[src/rtl/bfis_ctrl_pkg.sv]
// Shared types and constants for the bfis query controller.
package bfis_ctrl_pkg;

  typedef enum logic [1:0] {IDLE, LOAD, LAUNCH, RUN} ctrl_state_t;

  localparam logic [31:0] SYNC_WORD = 32'hFFFF_FFFF;

  function automatic logic [15:0] clamp_k(input logic [15:0] k, input int unsigned max_k);
    return ({16'd0, k} > 32'(max_k)) ? 16'(max_k) : k;
  endfunction

endpackage

[src/rtl/bfis_query_ctrl_fifo.sv]
// First-word-fall-through FIFO; a pop frees its slot in the same cycle a push may reuse it.
module bfis_query_ctrl_fifo #(
  parameter int DATA_WIDTH = 32,
  parameter int DEPTH      = 8
) (
  input  logic                  clk_in,
  input  logic                  rst_in,
  input  logic                  push_in,
  input  logic [DATA_WIDTH-1:0] data_in,
  input  logic                  pop_in,
  output logic [DATA_WIDTH-1:0] data_out,
  output logic                  empty_out
);

  localparam int AW = (DEPTH > 1) ? $clog2(DEPTH) : 1;
  localparam int CW = $clog2(DEPTH + 1);
  localparam logic [AW-1:0] LAST_PTR = AW'(DEPTH - 1);
  localparam logic [CW-1:0] FULL_CNT = CW'(DEPTH);

  logic [DATA_WIDTH-1:0] mem_q [DEPTH];
  logic [AW-1:0]         wr_ptr_q, wr_ptr_d, rd_ptr_q, rd_ptr_d;
  logic [CW-1:0]         count_q, count_d;
  logic                  do_push, do_pop;

  always_comb begin
    do_pop   = pop_in && (count_q != '0);
    do_push  = push_in && ((count_q != FULL_CNT) || do_pop);
    wr_ptr_d = wr_ptr_q;
    rd_ptr_d = rd_ptr_q;
    count_d  = count_q;
    if (do_push) wr_ptr_d = (wr_ptr_q == LAST_PTR) ? '0 : wr_ptr_q + AW'(1);
    if (do_pop)  rd_ptr_d = (rd_ptr_q == LAST_PTR) ? '0 : rd_ptr_q + AW'(1);
    if (do_push && !do_pop)      count_d = count_q + CW'(1);
    else if (!do_push && do_pop) count_d = count_q - CW'(1);
  end

  always_ff @(posedge clk_in) begin
    if (!rst_in) begin
      wr_ptr_q <= '0;
      rd_ptr_q <= '0;
      count_q  <= '0;
    end else begin
      wr_ptr_q <= wr_ptr_d;
      rd_ptr_q <= rd_ptr_d;
      count_q  <= count_d;
    end
  end

  always_ff @(posedge clk_in) begin
    if (do_push) mem_q[wr_ptr_q] <= data_in;
  end

  assign data_out  = mem_q[rd_ptr_q];
  assign empty_out = (count_q == '0);

endmodule

[src/rtl/bfis_query_ctrl.sv]
// Host-frame sequencer for one bfis search engine with result FIFO and hang timeout.
// Define BFIS_CTRL_CYCLE_COUNT_EN to report launch-to-done cycle counts on cycles_out.
module bfis_query_ctrl
  import bfis_ctrl_pkg::*;
#(
  parameter int unsigned DIM            = 4,
  parameter int unsigned MAX_K          = 8,
  parameter int unsigned TIMEOUT_CYCLES = 1000000
) (
  input  logic                  clk_in,
  input  logic                  rst_in,
  input  logic [31:0]           host_data_in,
  input  logic                  host_valid_in,
  output logic                  host_ready_out,
  output logic [DIM-1:0][31:0]  eng_query_out,
  output logic [15:0]           eng_k_out,
  output logic [31:0]           eng_vid_out,
  output logic                  eng_valid_out,
  input  logic [31:0]           eng_result_in,
  input  logic                  eng_result_valid_in,
  output logic [31:0]           res_data_out,
  output logic                  res_valid_out,
  input  logic                  res_ready_in,
  output logic                  busy_out,
  output logic                  done_out,
  output logic                  timeout_out,
  output logic [31:0]           cycles_out
);

  localparam int IW = $clog2(DIM + 2);
  localparam logic [IW-1:0] IDX_K = IW'(DIM);

  ctrl_state_t          state_q, state_d;
  logic [IW-1:0]        idx_q, idx_d;
  logic [DIM-1:0][31:0] query_q, query_d;
  logic [15:0]          k_q, k_d, rcnt_q, rcnt_d;
  logic [31:0]          vid_q, vid_d, tcnt_q, tcnt_d;
  logic                 eng_valid_q, eng_valid_d;
  logic                 timeout_q, timeout_d;
  logic                 done_q, done_d;
  logic                 host_fire, fifo_empty, fifo_push;

  assign host_ready_out = rst_in && (((state_q == IDLE) && fifo_empty) || (state_q == LOAD));
  assign host_fire      = host_valid_in && host_ready_out;
  assign fifo_push      = (state_q == RUN) && eng_result_valid_in;

  always_comb begin
    state_d     = state_q;
    idx_d       = idx_q;
    query_d     = query_q;
    k_d         = k_q;
    vid_d       = vid_q;
    rcnt_d      = rcnt_q;
    tcnt_d      = tcnt_q;
    timeout_d   = timeout_q;
    eng_valid_d = 1'b0;
    done_d      = 1'b0;
    case (state_q)
      IDLE: begin
        if (host_fire && (host_data_in == SYNC_WORD)) begin
          state_d = LOAD;
          idx_d   = '0;
        end
      end
      LOAD: begin
        if (host_fire) begin
          if (host_data_in == SYNC_WORD) begin
            idx_d = '0;
          end else if (idx_q < IDX_K) begin
            for (int i = 0; i < DIM; i++) begin
              if (idx_q == IW'(i)) query_d[i] = host_data_in;
            end
            idx_d = idx_q + IW'(1);
          end else if (idx_q == IDX_K) begin
            k_d   = clamp_k(host_data_in[15:0], MAX_K);
            idx_d = idx_q + IW'(1);
          end else begin
            // Launch pulse is registered so it lines up with the LAUNCH cycle.
            vid_d       = host_data_in;
            state_d     = LAUNCH;
            eng_valid_d = (k_q != '0);
          end
        end
      end
      LAUNCH: begin
        rcnt_d = '0;
        tcnt_d = '0;
        if (k_q == '0) begin
          done_d  = 1'b1;
          state_d = IDLE;
        end else begin
          timeout_d = 1'b0;
          state_d   = RUN;
        end
      end
      RUN: begin
        tcnt_d = tcnt_q + 32'd1;
        if (eng_result_valid_in) rcnt_d = rcnt_q + 16'd1;
        if (eng_result_valid_in && ((rcnt_q + 16'd1) == k_q)) begin
          done_d  = 1'b1;
          state_d = IDLE;
        end else if ((TIMEOUT_CYCLES != 0) && (tcnt_q == 32'(TIMEOUT_CYCLES - 1))) begin
          timeout_d = 1'b1;
          done_d    = 1'b1;
          state_d   = IDLE;
        end
      end
      default: state_d = IDLE;
    endcase
  end

  always_ff @(posedge clk_in) begin
    if (!rst_in) begin
      state_q     <= IDLE;
      idx_q       <= '0;
      query_q     <= '0;
      k_q         <= '0;
      vid_q       <= '0;
      rcnt_q      <= '0;
      tcnt_q      <= '0;
      timeout_q   <= 1'b0;
      eng_valid_q <= 1'b0;
      done_q      <= 1'b0;
    end else begin
      state_q     <= state_d;
      idx_q       <= idx_d;
      query_q     <= query_d;
      k_q         <= k_d;
      vid_q       <= vid_d;
      rcnt_q      <= rcnt_d;
      tcnt_q      <= tcnt_d;
      timeout_q   <= timeout_d;
      eng_valid_q <= eng_valid_d;
      done_q      <= done_d;
    end
  end

`ifdef BFIS_CTRL_CYCLE_COUNT_EN
  logic [31:0] cyc_q, cyc_d, cycles_q, cycles_d;

  always_comb begin
    cyc_d    = cyc_q;
    cycles_d = cycles_q;
    if (state_q == LAUNCH) cyc_d = '0;
    else if (state_q == RUN) cyc_d = (cyc_q == 32'hFFFF_FFFF) ? cyc_q : cyc_q + 32'd1;
    // The k==0 completion comes straight from LAUNCH and reports zero.
    if (done_d) cycles_d = (state_q == RUN) ? cyc_d : '0;
  end

  always_ff @(posedge clk_in) begin
    if (!rst_in) begin
      cyc_q    <= '0;
      cycles_q <= '0;
    end else begin
      cyc_q    <= cyc_d;
      cycles_q <= cycles_d;
    end
  end

  assign cycles_out = cycles_q;
`else
  assign cycles_out = '0;
`endif

  bfis_query_ctrl_fifo #(
    .DATA_WIDTH(32),
    .DEPTH     (int'(MAX_K))
  ) u_res_fifo (
    .clk_in   (clk_in),
    .rst_in   (rst_in),
    .push_in  (fifo_push),
    .data_in  (eng_result_in),
    .pop_in   (res_ready_in),
    .data_out (res_data_out),
    .empty_out(fifo_empty)
  );

  assign res_valid_out = !fifo_empty;
  assign eng_query_out = query_q;
  assign eng_k_out     = k_q;
  assign eng_vid_out   = vid_q;
  assign eng_valid_out = eng_valid_q;
  assign busy_out      = (state_q != IDLE);
  assign done_out      = done_q;
  assign timeout_out   = timeout_q;

endmodule

[config.mk]
export PLATFORM = sky130hd
export DESIGN_NAME = bfis_query_ctrl
export DESIGN_NICKNAME = d
export VERILOG_FILES = /design/src/rtl/bfis_ctrl_pkg.sv /design/src/rtl/bfis_query_ctrl_fifo.sv /design/src/rtl/bfis_query_ctrl.sv
export SDC_FILE = /design/constraint.sdc
export NUM_CORES = 1
export LEC_CHECK = 0
export ABC_AREA = 1
export CORE_MARGIN = 10
export CORE_UTILIZATION = 51
export CTS_BUF_LIST = sky130_fd_sc_hd__clkbuf_2
export DETAILED_ROUTE_END_ITERATION = 12
export PLACE_DENSITY = 0.79
export REMOVE_ABC_BUFFERS = 1
export SYNTH_ARGS = -nofsm -noshare
export SYNTH_HDL_FRONTEND = slang
export SYNTH_SLANG_ARGS = --single-unit
[constraint.sdc]
create_clock -name clk_in -period 3.1 [get_ports clk_in]
set_input_delay 0.31 -clock clk_in [delete_from_list [all_inputs] [get_ports clk_in]]
set_output_delay 0.31 -clock clk_in [all_outputs]
set_load 0.01 [all_outputs]
* Yosys cells after proc, flatten, opt, wreduce, memory -nomap -nowiden
Memory sizes are Yosys's and may differ from the RTL's. A register that Yosys moved wholly into a read port is not among the register bits.
Index checks and enable logic that the tools add are counted.
** Word-level totals
- Memories kept :: 1
- Input port bits :: 69
- Bits in writable memories :: 256
- Word-level logic and storage cells :: 127
- Output and inout bits :: 246
- Register bits :: 242
** Operators by class
- Add/subtract/negate cells :: 7
- Reductions and logical operators :: 36
- Eq/ne operators :: 24
- Multiplexer cells :: 35
- Bitwise logic cells :: 6
- Magnitude comparators :: 2
** Memory list
- u_res_fifo.mem_q :: depth 8, width 32, rd ports 1, clocked after Yosys merged registers in 1, write ports 1, line bfis_query_ctrl_fifo.sv:20 : logic [DATA_WIDTH-1:0] mem_q [DEPTH];
** Operators by type and width (count)
- $pmux 32 s2 :: 1
- $add 32x1->32 const B :: 1
- $eq 32x20->1 const B :: 1
- $eq 32x32->1 const B :: 1
- $mux 16 :: 2
- $pmux 16 s2 :: 1
- $reduce_and 5->1 :: 6
- $mux 3 :: 9
- $add 16x1->16 const B :: 1
- $eq 16x16->1 :: 1
- $gt 16x4->1 const B :: 1
- $logic_not 16->1 :: 1
- $mux 2 :: 8
- $reduce_bool 16->1 :: 1
- $ne 2x2->1 const B :: 7
- $logic_and 1x1->1 :: 10
- $add 3x1->3 const B :: 3
- $eq 3x3->1 const B :: 3
- $mux 1 :: 8
- $mux 4 :: 2
- $pmux 2 s4 :: 1
- $reduce_and 4->1 :: 2
- $reduce_bool 2->1 :: 4
- $eq 3x2->1 const B :: 2
- other kinds (22) :: 33

* Longest topological paths before layout
Gate-level depths: netlist of the first run.
- Depth in word-level cells :: 8
- Depth in mapped cells :: 16
- Mapped depth without buffers :: 16

* Hierarchy
From an unflattened synthesis of the first run, not the netlist that was laid out.
** Unflattened totals
- Cells, all modules :: 2418
- Area, all modules :: 21708.3 um2
** By module, submodules not included
- bfis_query_ctrl_fifo :: seq. area each 7947.6 um2, instances 1, cells an instance 950, area each 10913.0 um2
- bfis_query_ctrl :: seq. area each 4644.5 um2, instances 1, cells an instance 1468, area each 10795.4 um2

* Worst setup path after synthesis of the first run
Ideal clock, no wire load.
- Path type :: register to register
- Start point :: register state_q[1]
- End point :: memory u_res_fifo.mem_q[1][0], enable pin
- Library setup time :: 421 ps
- Required time :: 2679 ps
- Stages on the path, launching flop included :: 10
- Path slack :: -54 ps
- Data arrival time :: 2733 ps
- Clock period less this slack :: 3154 ps
- Buffers on the path :: 1
- Path through :: dfxtp_1 buf_2 nand2_1 nor2_2 inv_1 a31oi_1 inv_1 nor2_1 inv_1 nor2_1
** Between the ends
- Longest elaborated chain between the ends :: 5
** Ends and longest elaborated chain
- start: declaration :: line bfis_query_ctrl.sv:33 : ctrl_state_t state_q, state_d;
- start signal: assignment :: line bfis_query_ctrl.sv:125 : state_q <= state_d;
- $eq 2x2->1 :: line bfis_query_ctrl.sv:45 : assign fifo_push = (state_q == RUN) && eng_result_valid_in;
- $logic_and 1x1->1 :: line bfis_query_ctrl.sv:45
- $logic_and 1x1->1 :: line bfis_query_ctrl_fifo.sv:27 : do_push = push_in && ((count_q != FULL_CNT) || do_pop);
- named net u_res_fifo.do_push :: line bfis_query_ctrl_fifo.sv:23 : logic do_push, do_pop;
- $mux 1 :: line bfis_query_ctrl_fifo.sv:50 : if (do_push) mem_q[wr_ptr_q] <= data_in;
- $mux 1 (not written as such) :: line bfis_query_ctrl_fifo.sv:50
- end: declaration :: line bfis_query_ctrl_fifo.sv:20
The timed path passes the listed nets, and every way through them passes these cells.

==> results of run 1 <==
[report_power, final]
group          internal, W  switching (W)  total [W]
sequential         0.00702      0.0000784    0.00709
clock              0.00163        0.00267    0.00430
combinational      0.00175        0.00251    0.00425
total               0.0104        0.00525     0.0156
[routing by layer]
metal | vias up | GRT usage (%) | share of wire, %
met3 | 107 | 8.29 | 10
met4 | 0 | 9.58 | 2.8
li1 | 8401 | - | -
met5 | - | 0 | 0
met2 | 827 | 39.4 | 49
met1 | 8357 | 27.5 | 38
[path summary, 6_finish.rpt]
path	startpoint	slack, ps	endpoint
worst max-delay path	flip-flop	100	res_data_out[29]
worst min-delay path	res_ready_in	160	flip-flop
worst max register to register	u_res_fifo.count_q[0]	300	eng_k_out[6]
worst min register to register	eng_query_out[19]	450	eng_query_out[19]
[final cells by class]
| class | instances | share of cell area, % |
|---|---|---|
| multi-input cells | 1392 | 25.4 |
| diodes | 2 | 0.0191 |
| clock buffers | 163 | 3.12 |
| flip-flops and latches | 501 | 48.2 |
| well taps | 525 | 2.51 |
| clock inverters | 62 | 1.17 |
| repair buffers | 414 | 16.4 |
| inverters | 215 | 3.13 |
[metrics by stage]
stage          setup WS [ps]  instance area (um^2)  util [%]  cells
6_report                 101                 26100      65.6   3274
5_1_grt                -34.3                 26100      65.6   3274
4_1_cts                 14.9                 26100      65.6   3268
3_5_place_dp            -255                 24200      60.7   2977
3_3_place_gp            -145                 24200      60.7   2977
2_1_floorplan          -2100                 20000         -   2107
[cells by family (layout without fill, tap and decap cells)]
| family | count (synthesis) | in the layout | synth area share (%) |
|---|---|---|---|
| flops | 501 | 501 | 61.2 |
| fa+ha+maj | 15 | 15 | 0.949 |
| compound gates | 556 | 556 | 14.1 |
| simple gates | 784 | 785 | 16.0 |
| other cells | 1 | 34 | 0.0182 |
| buf+inv | 357 | 854 | 7.51 |
| xor+xnor | 4 | 4 | 0.237 |
[critical path: stages (launching register included)]
cell,delay [ps]
dfxtp_4,410
inv_6,150
bufbuf_16,330
o21ai_0,100
o22ai_1,160
nor2_1,60
a31oi_1,130
dlygate4sd2_1,290
[cell usage after synthesis (16+ instances only)]
library cell and count:
o21ai_0 240, nor2_1 404, edfxtp_1 256, a31oi_1 33, a21oi_1 220, nand2_1 213
nand3_1 85, inv_1 211, nor3_1 22, o22ai_1 32, nand4_1 27, clkbuf_1 71
buf_4 41, o21ai_1 16, dfxtp_1 245
[timing repair]
action / in CTS / in global routing
setup buffers: 2 / 2
endpoints found under the setup margin: 32 / 39
gates resized for setup: 50 / 48
pin swaps: 0 / 5
endpoints found under the hold margin: 339 / 0
gates cloned: 7 / 2
hold buffers: 57 / 0
[sequential cells by signal, indices dropped and copies added (netlist names), named ones only]
| signal | flops |
|---|---|
| done_out | 1 |
| state_q | 2 |
| eng_valid_out | 1 |
| eng_query_out | 128 |
| u_res_fifo.mem_q | 256 |
| tcnt_q | 32 |
| u_res_fifo.count_q | 4 |
| rcnt_q | 16 |
| idx_q | 3 |
| u_res_fifo.wr_ptr_q | 3 |
| timeout_out | 1 |
| u_res_fifo.rd_ptr_q | 3 |
| eng_k_out | 16 |
| eng_vid_out | 32 |
==> run metrics, run 1 <==
via count 17692; WP data arrival 2690 ps; crit start category flip-flop; worst vdd ir 0.000352 V; distinct cell type count of the synthesized netlist 48; worst hold slack 160 ps; final net count around 2700; worst skew pair latency 1070 ps; Core Region roughly 40000 um^2; initial antenna violation count 2; Synth top area share 37.4%; # setup viols final 0; Die Width about 220 um; Placer Congestion about 0.93; final antenna-violating net count 0; post-synth top area cell edfxtp_1; number of synthesized register bits roughly 500; CP endpoint kind output pin; Vias/cell roughly 5.4; total power 0.0156 W; 1st-pass router iterations 5; initial DRC count 1628; setup TNS 0 ps; P&R area growth vs syn 27.0%; post-synthesis sequential area ratio 61.2%; Peak Freq 0.333 GHz; share of layout cells above drive strength 1 11.4%; Avg Inst Size Synth 9.28 um^2; Area contributors post-synth edfxtp_1 37%, dfxtp_1 24%, nor2_1 7.4%; clock tree root driver cell clkbuf_2; drt total wl about 60 mm; CTS sink cnt 501; skew final 70.3 ps; ys async rst share 0%; Crit Path Max Fanout 16; DP HPWL 37.0 mm; Mapped Cells 2218; CP required 2790 ps; RSZ-0062 raised after global routing true; CTS tree built; worst reg2reg path depth 8; Slew @ Worst Pin 1060 ps; min cycle time layout 3000 ps; area taken by multi-input logic gates ~6600 um^2; sequential cell area between 10000 and 15000 um^2; Hold Fails Final Rpt 0; Worst-path clk slew 110 ps; commonest non-fill, non-tap cells in the layout 395 x nor2_1, 256 x edfxtp_1, 249 x clkdlybuf4s50_1, 243 x dfxtp_1, 239 x o21ai_0; worst min path class in2reg; critical path type reg2out; Wirelength per Cell around 19 um; Initial Util 51.7%; slew margin rel. 29.1%; leakage 9.66 nW; input/output buffers 282; hold path depth 4; PD cells ~600 nW/um^2; Rows 73; Fill cells 3161; max-capacitance violation count 0; die height around 220 um; EDFF count, synth between 200 and 300; period utilisation layout 96.8%; Die Area 48800 um^2; Tot GR Track Use a little under a quarter; pin count of the biggest net entering global routing 111; Ys Warns 0; synthesized cell area roughly 20000 um^2; I/O pin count 315; clk buf depth 3; drt drc 0; GR Overflow Total 0; vias in the first global route between 15000 and 20000; final slew viol count 0; CTS Buf Count approximately 120; commonest non-fill, non-tap cell in the layout nor2_1; status finished clean; first-pass GRT wire length about 95 mm; CTS H-tree lvls 3; Post-synth top flop edfxtp_1
Note: power is estimated with default switching activity, not from simulation.
==> inputs of run 2 (changes only) <==
SLEW_MARGIN = 25   (was unset)
==> run metrics, run 2 (same netlist as run 1, synthesis figures left out) <==
Biggest register u_res_fifo.mem_q; Core Region between 30000 and 40000 um^2; setup TNS 0 ps; Vias/cell ~5.4; post-route cell area 26100 um^2; Placer Congestion 0.933; max-capacitance violation count 0; max reg flops 256; P&R area growth vs syn 27.1%; CTS tree built; Fill cells roughly 3200; period utilisation layout between 90% and 100%; commonest non-fill, non-tap cell in the layout nor2_1; share of layout cells above drive strength 1 11.4%; drt drc 0; Worst-path clk slew 110 ps; Slew @ Worst Pin 1070 ps; Initial Util a little over 50%; final net count 2729; CTS sink cnt 501; Die Width 221 um; Final Non-Filler Cells about 3300; WL met1 ~23 mm; DP HPWL 37.0 mm; RSZ-0062 raised after global routing true; commonest non-fill, non-tap cells in the layout 395 x nor2_1, 256 x edfxtp_1, 249 x clkdlybuf4s50_1, 243 x dfxtp_1, 239 x o21ai_0; WP data arrival 2680 ps; initial antenna violation count 2; CTS Buf Count ~120; input/output buffers 282; first-pass GRT wire length 94.9 mm; Cell Count Post-Placement 2977; clk buf depth 3; worst min path class in2reg; met3 wire len 6.37 mm; skew final 70.4 ps; CP required around 2800 ps; Die Area 48800 um^2; crit start category flip-flop; slew margin rel. 29.0%; initial DRC count 1651; Rows 73; met2 WL post-DR ~30 mm; critical path type reg2out; PD cells 598 nW/um^2; pin count of the biggest net entering global routing 111; die height 221 um; via count roughly 18000; drt total wl 60.7 mm; final antenna-violating net count 0; vias in the first global route between 15000 and 20000; status finished clean; CP endpoint kind output pin; Hold Fails Final Rpt 0; Crit Path Max Fanout 16; I/O pin count 315; CTS H-tree lvls 3; Placed Area 24200 um^2; # setup viols final 0; worst vdd ir ~0.00035 V; Peak Freq between 0.3 and 0.4 GHz; 1st-pass router iterations 6; clock tree root driver cell clkbuf_2; highest routed metal layer met4; min cycle time layout 2990 ps; GR Overflow Total 0; worst skew pair latency between 1000 and 1500 ps; Tot GR Track Use between 20% and 30%; leakage 9.66 nW; Wirelength per Cell 18.5 um; final slew viol count 0
[run 2: changes by cell type in the layout (fill, tap and decap cells not counted)]
cell / delta
buf_6: +1
buf_4: -1
[run 2: area by class of cell]
| class | instances | area (um^2) | area share (%) |
|---|---|---|---|
| Multi-Input combinational cell | 1392 | 6640 | 25.4 |
| Clock inverter | 62 | 305 | 1.17 |
| Inverter | 215 | 817 | 3.12 |
| Sequential cell | 501 | 12600 | 48.2 |
| Tap cell | 525 | 657 | 2.51 |
| Antenna cell | 2 | 5.00 | 0.0191 |
| Timing Repair Buffer | 414 | 4300 | 16.5 |
| Clock buffer | 163 | 816 | 3.12 |
[run 2: worst paths after layout]
kind	startpoint	end	slack, ps	depth (start not counted)
setup / recovery	flip-flop	res_data_out[29]	110	7
hold / removal	host_valid_in	eng_vid_out[16]	170	5
setup reg to reg	u_res_fifo.count_q[0]	eng_k_out[6]	270	8
hold reg to reg	eng_query_out[47]	eng_query_out[47]	450	2
[run 2: repair_timing]
item	4_1_cts	5_1_grt
hold buffers	57	0
resized for setup	50	48
endpoints found under the hold margin	339	0
gates cloned	7	2
pin swaps	0	5
setup buffers	2	2
endpoints found under the setup margin	32	39
[run 2: metrics by stage]
| stage | power (W) | util (%) | hold WS [ps] | setup slack, ps |
|---|---|---|---|---|
| 3_5_place_dp | 0.0111 | 60.7 | 435 | -255 |
| 2_1_floorplan | 0.00920 | - | 408 | -2100 |
| 5_1_grt | 0.0165 | 65.7 | 123 | -34.3 |
| 3_3_place_gp | 0.0110 | 60.7 | 431 | -145 |
| 6_report | 0.0156 | 65.7 | 170 | 107 |
| 4_1_cts | 0.0157 | 65.6 | 28.4 | 14.9 |
[run 2: per-layer routing]
layer	vias to the layer above	GRT usage [%]
met5	-	0
met4	0	9.58
met3	116	8.29
met2	814	39.4
met1	8312	27.5
li1	8393	-
[run 2: critical path, cell delays in order (launching register included)]
cell and delay [ps]:
dfxtp_4 410, inv_6 150, bufbuf_16 330, o21ai_0 100, o22ai_1 160, nor2_1 60, a31oi_1 130, dlygate4sd2_1 290
[run 2: power breakdown]
| part | internal [W] | switching (W) | total [W] |
|---|---|---|---|
| logic | 0.00175 | 0.00250 | 0.00425 |
| clock network | 0.00163 | 0.00266 | 0.00430 |
| registers | 0.00702 | 0.0000783 | 0.00709 |
| total | 0.0104 | 0.00524 | 0.0156 |
